<file path="config.mk">
export PLATFORM = sky130hd
export DESIGN_NAME = gshare_branch_predictor
export DESIGN_NICKNAME = d
export VERILOG_FILES = /design/src/rtl/gshare_branch_predictor.sv
export SDC_FILE = /design/constraint.sdc
export NUM_CORES = 2
export LEC_CHECK = 0
export CAP_MARGIN = 30
export CELL_PAD_IN_SITES_DETAIL_PLACEMENT = 0
export CELL_PAD_IN_SITES_GLOBAL_PLACEMENT = 2
export CORE_MARGIN = 1
export CORE_UTILIZATION = 40
export DETAILED_ROUTE_END_ITERATION = 8
export PLACE_DENSITY = 0.69
export REMOVE_ABC_BUFFERS = 1
export SYNTH_ARGS = -nofsm -noshare
export SYNTH_HDL_FRONTEND = slang
export SYNTH_SLANG_ARGS = --single-unit
</file>
<file path="constraint.sdc">
create_clock -name clk -period 6.2 [get_ports clk]
set_clock_uncertainty 0.15 [all_clocks]
set_input_delay 0.93 -clock clk [delete_from_list [all_inputs] [get_ports clk]]
set_output_delay 0.93 -clock clk [all_outputs]
set_load 0.05 [all_outputs]
</file>
<file path="src/rtl/gshare_branch_predictor.sv">
// gshare direction predictor with a direct-mapped BTB for fetch.
// Ports: clk, reset, current_pc -> predicted_pc/pred_taken/pred_ghr; update_* from EX.
module gshare_branch_predictor #(
   parameter int INDEX_BITS = 5
) (
   input  logic                  clk,
   input  logic                  reset,
   input  logic [31:0]           current_pc,
   output logic [31:0]           predicted_pc,
   output logic                  pred_taken,
   output logic [INDEX_BITS-1:0] pred_ghr,
   input  logic                  update_valid,
   input  logic [31:0]           update_pc,
   input  logic [31:0]           update_target,
   input  logic                  update_taken,
   input  logic                  update_is_cond,
   input  logic [INDEX_BITS-1:0] update_ghr
);

   localparam int ENTRIES  = 1 << INDEX_BITS;
   localparam int TAG_BITS = 30 - INDEX_BITS;

   logic                  r_valid  [ENTRIES];
   logic                  r_uncond [ENTRIES];
   logic [TAG_BITS-1:0]   r_tag    [ENTRIES];
   logic [31:0]           r_target [ENTRIES];
   logic [1:0]            r_pht    [ENTRIES];
   logic [INDEX_BITS-1:0] r_ghr;

   logic [INDEX_BITS-1:0] w_bidx;
   logic [INDEX_BITS-1:0] w_pidx;
   logic [TAG_BITS-1:0]   w_tag;
   logic                  w_hit;
   logic [INDEX_BITS-1:0] w_ubidx;
   logic [INDEX_BITS-1:0] w_upidx;
   logic [TAG_BITS-1:0]   w_utag;
   logic [1:0]            w_pht_cur;
   logic [1:0]            w_pht_next;
   logic                  w_unused;

   // Byte-offset bits never participate in indexing.
   assign w_unused = ^{current_pc[1:0], update_pc[1:0]};

   // Prediction path
   assign w_bidx = current_pc[INDEX_BITS+1:2];
   assign w_tag  = current_pc[31:INDEX_BITS+2];
   assign w_pidx = w_bidx ^ r_ghr;
   assign w_hit  = r_valid[w_bidx] && (r_tag[w_bidx] == w_tag);

   assign pred_taken   = w_hit && (r_uncond[w_bidx] || r_pht[w_pidx][1]);
   assign predicted_pc = pred_taken ? r_target[w_bidx]
                                    : current_pc + 32'd4;
   assign pred_ghr     = r_ghr;

   // Training path: use the history snapshot taken at fetch so the
   // same counter that predicted is the one trained.
   assign w_ubidx = update_pc[INDEX_BITS+1:2];
   assign w_utag  = update_pc[31:INDEX_BITS+2];
   assign w_upidx = w_ubidx ^ update_ghr;

   always_comb begin
      w_pht_cur  = r_pht[w_upidx];
      w_pht_next = w_pht_cur;
      if (update_taken) begin
         if (w_pht_cur != 2'b11) begin
            w_pht_next = w_pht_cur + 2'b01;
         end
      end else begin
         if (w_pht_cur != 2'b00) begin
            w_pht_next = w_pht_cur - 2'b01;
         end
      end
   end

   // Valid bits, counters and history carry reset state.
   always_ff @(posedge clk) begin
      if (reset) begin
         for (int i = 0; i < ENTRIES; i++) begin
            r_valid[i] <= 1'b0;
            r_pht[i]   <= 2'b01;
         end
         r_ghr <= '0;
      end else if (update_valid) begin
         if (update_is_cond) begin
            r_pht[w_upidx] <= w_pht_next;
            r_ghr <= {r_ghr[INDEX_BITS-2:0], update_taken};
         end
         if (update_taken) begin
            r_valid[w_ubidx] <= 1'b1;
         end
      end
   end

   // Entry payload is qualified by the valid bit, so it needs no reset.
   always_ff @(posedge clk) begin
      if (!reset && update_valid && update_taken) begin
         r_tag[w_ubidx]    <= w_utag;
         r_target[w_ubidx] <= update_target;
         r_uncond[w_ubidx] <= !update_is_cond;
      end
   end

endmodule
</file>
# Word level (Yosys, flattened, before mapping)
# Memories as Yosys holds them, arrays and structs flattened.
# Cells that the tools add are included.
dict set report totals {
  rom_bits 0
  mem_bits_rw 1952
  ff_bits 5
  n_memories 5
  output_inout_bits 38
  wordCells 46
  latchBits 0
  in_bits 106
}
dict set report op_classes {
  n_mux 22
  n_bitwise 2
  div 0
  n_eq_ne 2
  n_lt_le_gt_ge 0
  mul 0
  add_sub_neg 3
  n_shift 0
  n_reduce_logical 11
}
# name words word_bits rd rd_clocked_by_memory_dff write_ports line
set mem_list {}
lappend mem_list {r_target 32 32 1 0 1 26} ;# logic [31:0] r_target [ENTRIES];
lappend mem_list {r_tag 32 25 1 0 1 25} ;# logic [TAG_BITS-1:0] r_tag [ENTRIES];
lappend mem_list {r_pht 32 2 2 0 32 27} ;# logic [1:0] r_pht [ENTRIES];
lappend mem_list {r_uncond 32 1 1 0 1 24} ;# logic r_uncond [ENTRIES];
lappend mem_list {r_valid 32 1 1 0 32 23} ;# logic r_valid [ENTRIES];
# op n
set ops {}
lappend ops {{$add A32 B3 Y32 const B} 1}
lappend ops {{$mux W32} 1}
lappend ops {{$eq A25 B25 Y1} 1}
lappend ops {{$mux W1} 15}
lappend ops {{$mux W5} 2}
lappend ops {{$xor A5 B5 Y5} 2}
lappend ops {{$mux W2} 4}
lappend ops {{$logic_and A1 B1 Y1} 4}
lappend ops {{$add A2 B1 Y2 const B} 1}
lappend ops {{$logic_not A1 Y1} 2}
lappend ops {{$ne A2 B2 Y1 const B} 1}
lappend ops {{$reduce_and A2 Y1} 1}
lappend ops {{$reduce_bool A2 Y1} 1}
lappend ops {{$reduce_or A2 Y1} 1}
lappend ops {{$sub A2 B1 Y2 const B} 1}
lappend ops {{$logic_or A1 B1 Y1} 1}
lappend ops {{$reduce_or A1 Y1} 1}

# Depth between registers and ports, before layout
dict set report logic_depth {
  word_depth 6
  depth_mapped 16
  mapped_depth_nobuf 10
}

# Worst setup path after synthesis
# No wires, ideal clock.
dict set report synth_timing {
  path_type {input to output}
  from {input port current_pc[2]}
  to {output port predicted_pc[19]}
  path_buffers 2
  t_required_ns 5.120
  cell_stages 11
  path_slack_ns 0.819
  t_arrival_ns 4.301
  path_cell_list {buf_6 > xnor2_2 > mux4_2 > mux4_2 > or3_1 > o211ai_1 > o211ai_1 > nand3_2 > buf_4 > a211oi_2 > a21oi_1}
}
dict set report synth_via {
  elab_chain_len 5
  elab_cells_between_ends 12
  cone_classes {1 x add/sub; 1 x eq/ne; 1 x mux; 1 x bitwise; 3 x reduce/logical; 5 x memory}
}
# element line
set synth_lines {}
lappend synth_lines {{from (decl)} 8} ;# input logic [31:0] current_pc,
lappend synth_lines {{$mem_v2 Z32 W25 or $xor A5 B5 Y5 (tied branches)} -}
lappend synth_lines {{$eq A25 B25 Y1 or $mem_v2 Z32 W2 (tied branches)} -}
lappend synth_lines {{$logic_and A1 B1 Y1 or $logic_or A1 B1 Y1 (tied branches)} {48, 50}}
lappend synth_lines {{$logic_and A1 B1 Y1} 50} ;# assign pred_taken = w_hit && (r_uncond[w_bidx] || r_pht[w_pidx][1]);
lappend synth_lines {{$mux W32 (*)} 51} ;# assign predicted_pc = pred_taken ? r_target[w_bidx]
lappend synth_lines {{to (decl)} 9} ;# output logic [31:0] predicted_pc,
# Mark *: on every way between the ends. The rest lies on a longest branch, timed or not.

# Worst setup path in the final report
dict set report layout_timing {
  from {input port current_pc[2]}
  to {output port predicted_pc[9]}
}
# Same word-level chain as after synthesis.

==> qor.csv <==
stage;metric;value;unit
yosys;synth.most_common_cell;edfxtp_1;
setup_path;startpoint;current_pc[2];
route;vias;38100;
global_route;grt_pass1_vias;38400;
yosys;synth_top_area_share;75.1;%
setup_path;end_kind;output port;
status;status;finished, final reports clean;
setup_path;crit_path_cell_trace;buf_12 -> buf_12 -> mux4_2 -> a22o_1 -> a2111oi_0 -> a21oi_1 -> xnor2_1 -> nand4_1 -> nor4_2 -> nand3_4 -> buf_12 -> buf_12 -> a211oi_2 -> a21oi_1 -> buf_4 -> buf_12;
global_route;gr-total-overflow;0;
clock_network;htreeDepth;4;
setup_path;max_stage_delay;0.53;ns
route;drt_first_pass_iters;5;
route;drc;0;
setup_path;critPathKind;input pin to output port;
setup_path;start_kind;input pin;
floorplan;die_h;440;um
timing;fin_crit;6.05;ns
global_route;grt_pass1_wl;293000;um
hold_path;min_from;r_valid[2]$_DFF_P_;
setup_path;crit_slowest_cell;mux4_2;
yosys;synth_common_cells;edfxtp_1, mux4_2, mux2i_1;
global_route;grt_max_degree;108;
setup_path;cp_max_fo;20;
flow_run;maxCapViolations;0;
clock_network;cts_setup_buffers;0;
power;power_density;310;mW/mm2
yosys;synthesis.area;0.0768;mm2
power;finalPower;27.9;mW
floorplan;rows;160;
floorplan;die_area;0.194;mm2
floorplan;io_pins;144;
yosys;ys_seq_area_share;76.1;%
timing;fin_ws;0.153;ns
setup_path;path_delay_family;buffers and inverters;
placement;gp_congestion;0.801;
clock_network;root_buffer;clkbuf_16;
route;first_iter_violations;4424;
setup_path;reg2reg_from;r_pht[26][1]$_SDFFCE_PN0P_;
hold_path;hold_end;r_valid[2]$_DFF_P_;
setup_path;worst-endpoint-required;5.12;ns
floorplan;initial_utilization;40.3;%
route;drt_wl_total;210000;um
route;ant_nets;0;
setup_path;worst-path-stages;16;
power;power_leakage;28.2;nW
clock_network;clkTransAtPathRegs;0.06;ns
global_route;track_usage;21.7;%
timing;finalMaxSlewViolations;0;
final_layout;final_nets;4032;
clock_network;clk_latency;0.85;ns
yosys;syn_inst;3536;
setup_path;crit_arrival;4.97;ns
yosys;synth-async-reset-ratio;0;%
yosys;synth_warnings;0;
hold_path;min_path_cells;2;
timing;fin_crit_sh;97.5;%
clock_network;clkSinkCount;1957;
final_layout;layout-drive-gt1-share;28.6;%
setup_path;r2r_cells;6;
yosys;ys.flop_type;edfxtp_1;
floorplan;die_width;440;um
yosys;yosys.area.top_type;edfxtp_1;
clock_network;cts_inserted_buffers;200;
floorplan;coreArea;0.190;mm2
timing;slew_headroom;29.6;%
yosys;synth.area.top_cells;edfxtp_1, mux4_2, mux2i_1, dfxtp_1, clkbuf_1;
yosys;syn_avg_cell_area;21.7;um2
clock_network;tritoncts;built;
setup_path;r2r_setup_slack;3.28;ns
setup_path;rr_endpoint;r_pht[25][0]$_SDFFCE_PN1P_;
timing;finalSetupViolCount;0;
yosys;synth_enable_flop_cells;1920;
placement;post-place-ws;-0.107;ns
placement;hpwl;115000;um
timing;rsz0062_at_grt;false;
timing;hold_viol_final;0;
hold_path;min_path_type;flop to flop;
final_layout;synthToLayoutAreaGrowth;17.3;%
setup_path;crit_top_cell;buf_12;
setup_path;critPathBufInv;6;
yosys;yosys.cell_types.count;62;
power;vdd_drop_max;229;uV
global_route;antenna_found_initial;20;
clock_network;cts_hold_buf;0;
yosys;ys_ff_latch;1957;
clock_network;cts_buffer_depth;3;
route;wire_per_inst;31.8;um
timing;fmax;165;MHz
route;vias_per_cell;5.76;
placement;io_buffers;141;
timing;worst_pin_slew;1.05;ns
worst max-delay path by stage:
| stage | end | slack [ns] |
|---|---|---|
| 4_1_cts | predicted_pc[3] | 0.04 |
| 6_report | predicted_pc[9] | 0.15 |
| 3_5_place_dp | predicted_pc[3] | -0.11 |
| 3_3_place_gp | predicted_pc[3] | -0.18 |
| 2_1_floorplan | predicted_pc[2] | -1.62 |
| 5_1_grt | predicted_pc[15] | 0.008 |
cells in the final DEF (no fill, tap or decap), drive strengths merged, types with 6 or more instances in the layout:
master | synthesis | routed
a2111oi | 8 | 8
a211oi | 42 | 42
a21oi | 60 | 60
a22o | 9 | 9
a22oi | 39 | 39
and2 | 33 | 33
and3 | 9 | 9
buf | 102 | 283
bufinv | 0 | 12
clkbuf | 101 | 256
clkdlybuf4s50 | 0 | 102
clkinv | 1 | 92
dfxtp | 37 | 37
diode | 0 | 6
edfxtp | 1920 | 1920
inv | 37 | 47
mux2 | 9 | 9
mux2i | 115 | 115
mux4 | 514 | 514
nand2 | 81 | 81
nand2b | 34 | 34
nand3 | 57 | 57
nand3b | 9 | 9
nand4 | 15 | 15
nor2 | 97 | 97
nor2b | 8 | 8
nor3 | 6 | 6
o21ai | 9 | 9
o221ai | 20 | 20
o22ai | 60 | 60
or3 | 6 | 6
xnor2 | 37 | 37
xor2 | 25 | 25
registers in the layout, summed over array words and instances, names as in the netlist:
register	cells
r_target	1024
r_tag	800
r_pht	64
r_uncond	32
r_valid	32
pred_ghr	5
worst min-delay path, cell delays in order, from the launching register on:
cell     delay, ns
dfxtp_1       0.30
inv_1         0.04
o22ai_1       0.07
through the flow:
stage          instance area [um2]  hold WS (ns)  setup TNS, ns  util, %  cells
3_5_place_dp                 83500         0.312         -0.129     43.9   6226
4_1_cts                      89800         0.322              0     47.2   6592
5_1_grt                      90100         0.336              0     47.3   6602
6_report                     90100         0.321              0     47.3   6606
2_1_floorplan                75800         0.296         -50.39        -   3333
3_3_place_gp                 83400         0.306         -0.469     43.8   6223
report_power, final:
group	total, mW	switching, mW	internal, mW	leakage [nW]
Sequential	14.6	0.0169	14.6	17.6
Clock	11.7	5.14	6.53	3.09
Combinational	1.64	0.954	0.686	7.53
layer usage:
metal	wire length (um)	track usage, %
met1	88300	30.0
met2	105000	35.8
met3	12300	3.49
met4	4970	5.82
met5	99	0
timing repair:
item / in CTS / in global routing
cloned: 0 / 0
gates resized for setup: 4 / 6
endpoints found under the setup margin: 5 / 26
kinds of logic after synthesis:
logic type	synth area share [%]
flops	76.1
buf+inv	1.50
xor+xnor	0.727
compound gates	2.58
simple gates	2.37
mux	16.7
fa+ha+maj	0.0424
final cells by class:
cell class,instances,area [um2]
diodes,6,15.0
clock buffers,251,5250
clock inverters,115,1070
fillers,15500,100000
inverters,38,150
multi-input cells,1338,17500
flip-flops and latches,1957,58400
well taps,2511,3140
repair buffers,390,4520
(Power assumes the default switching activity.)
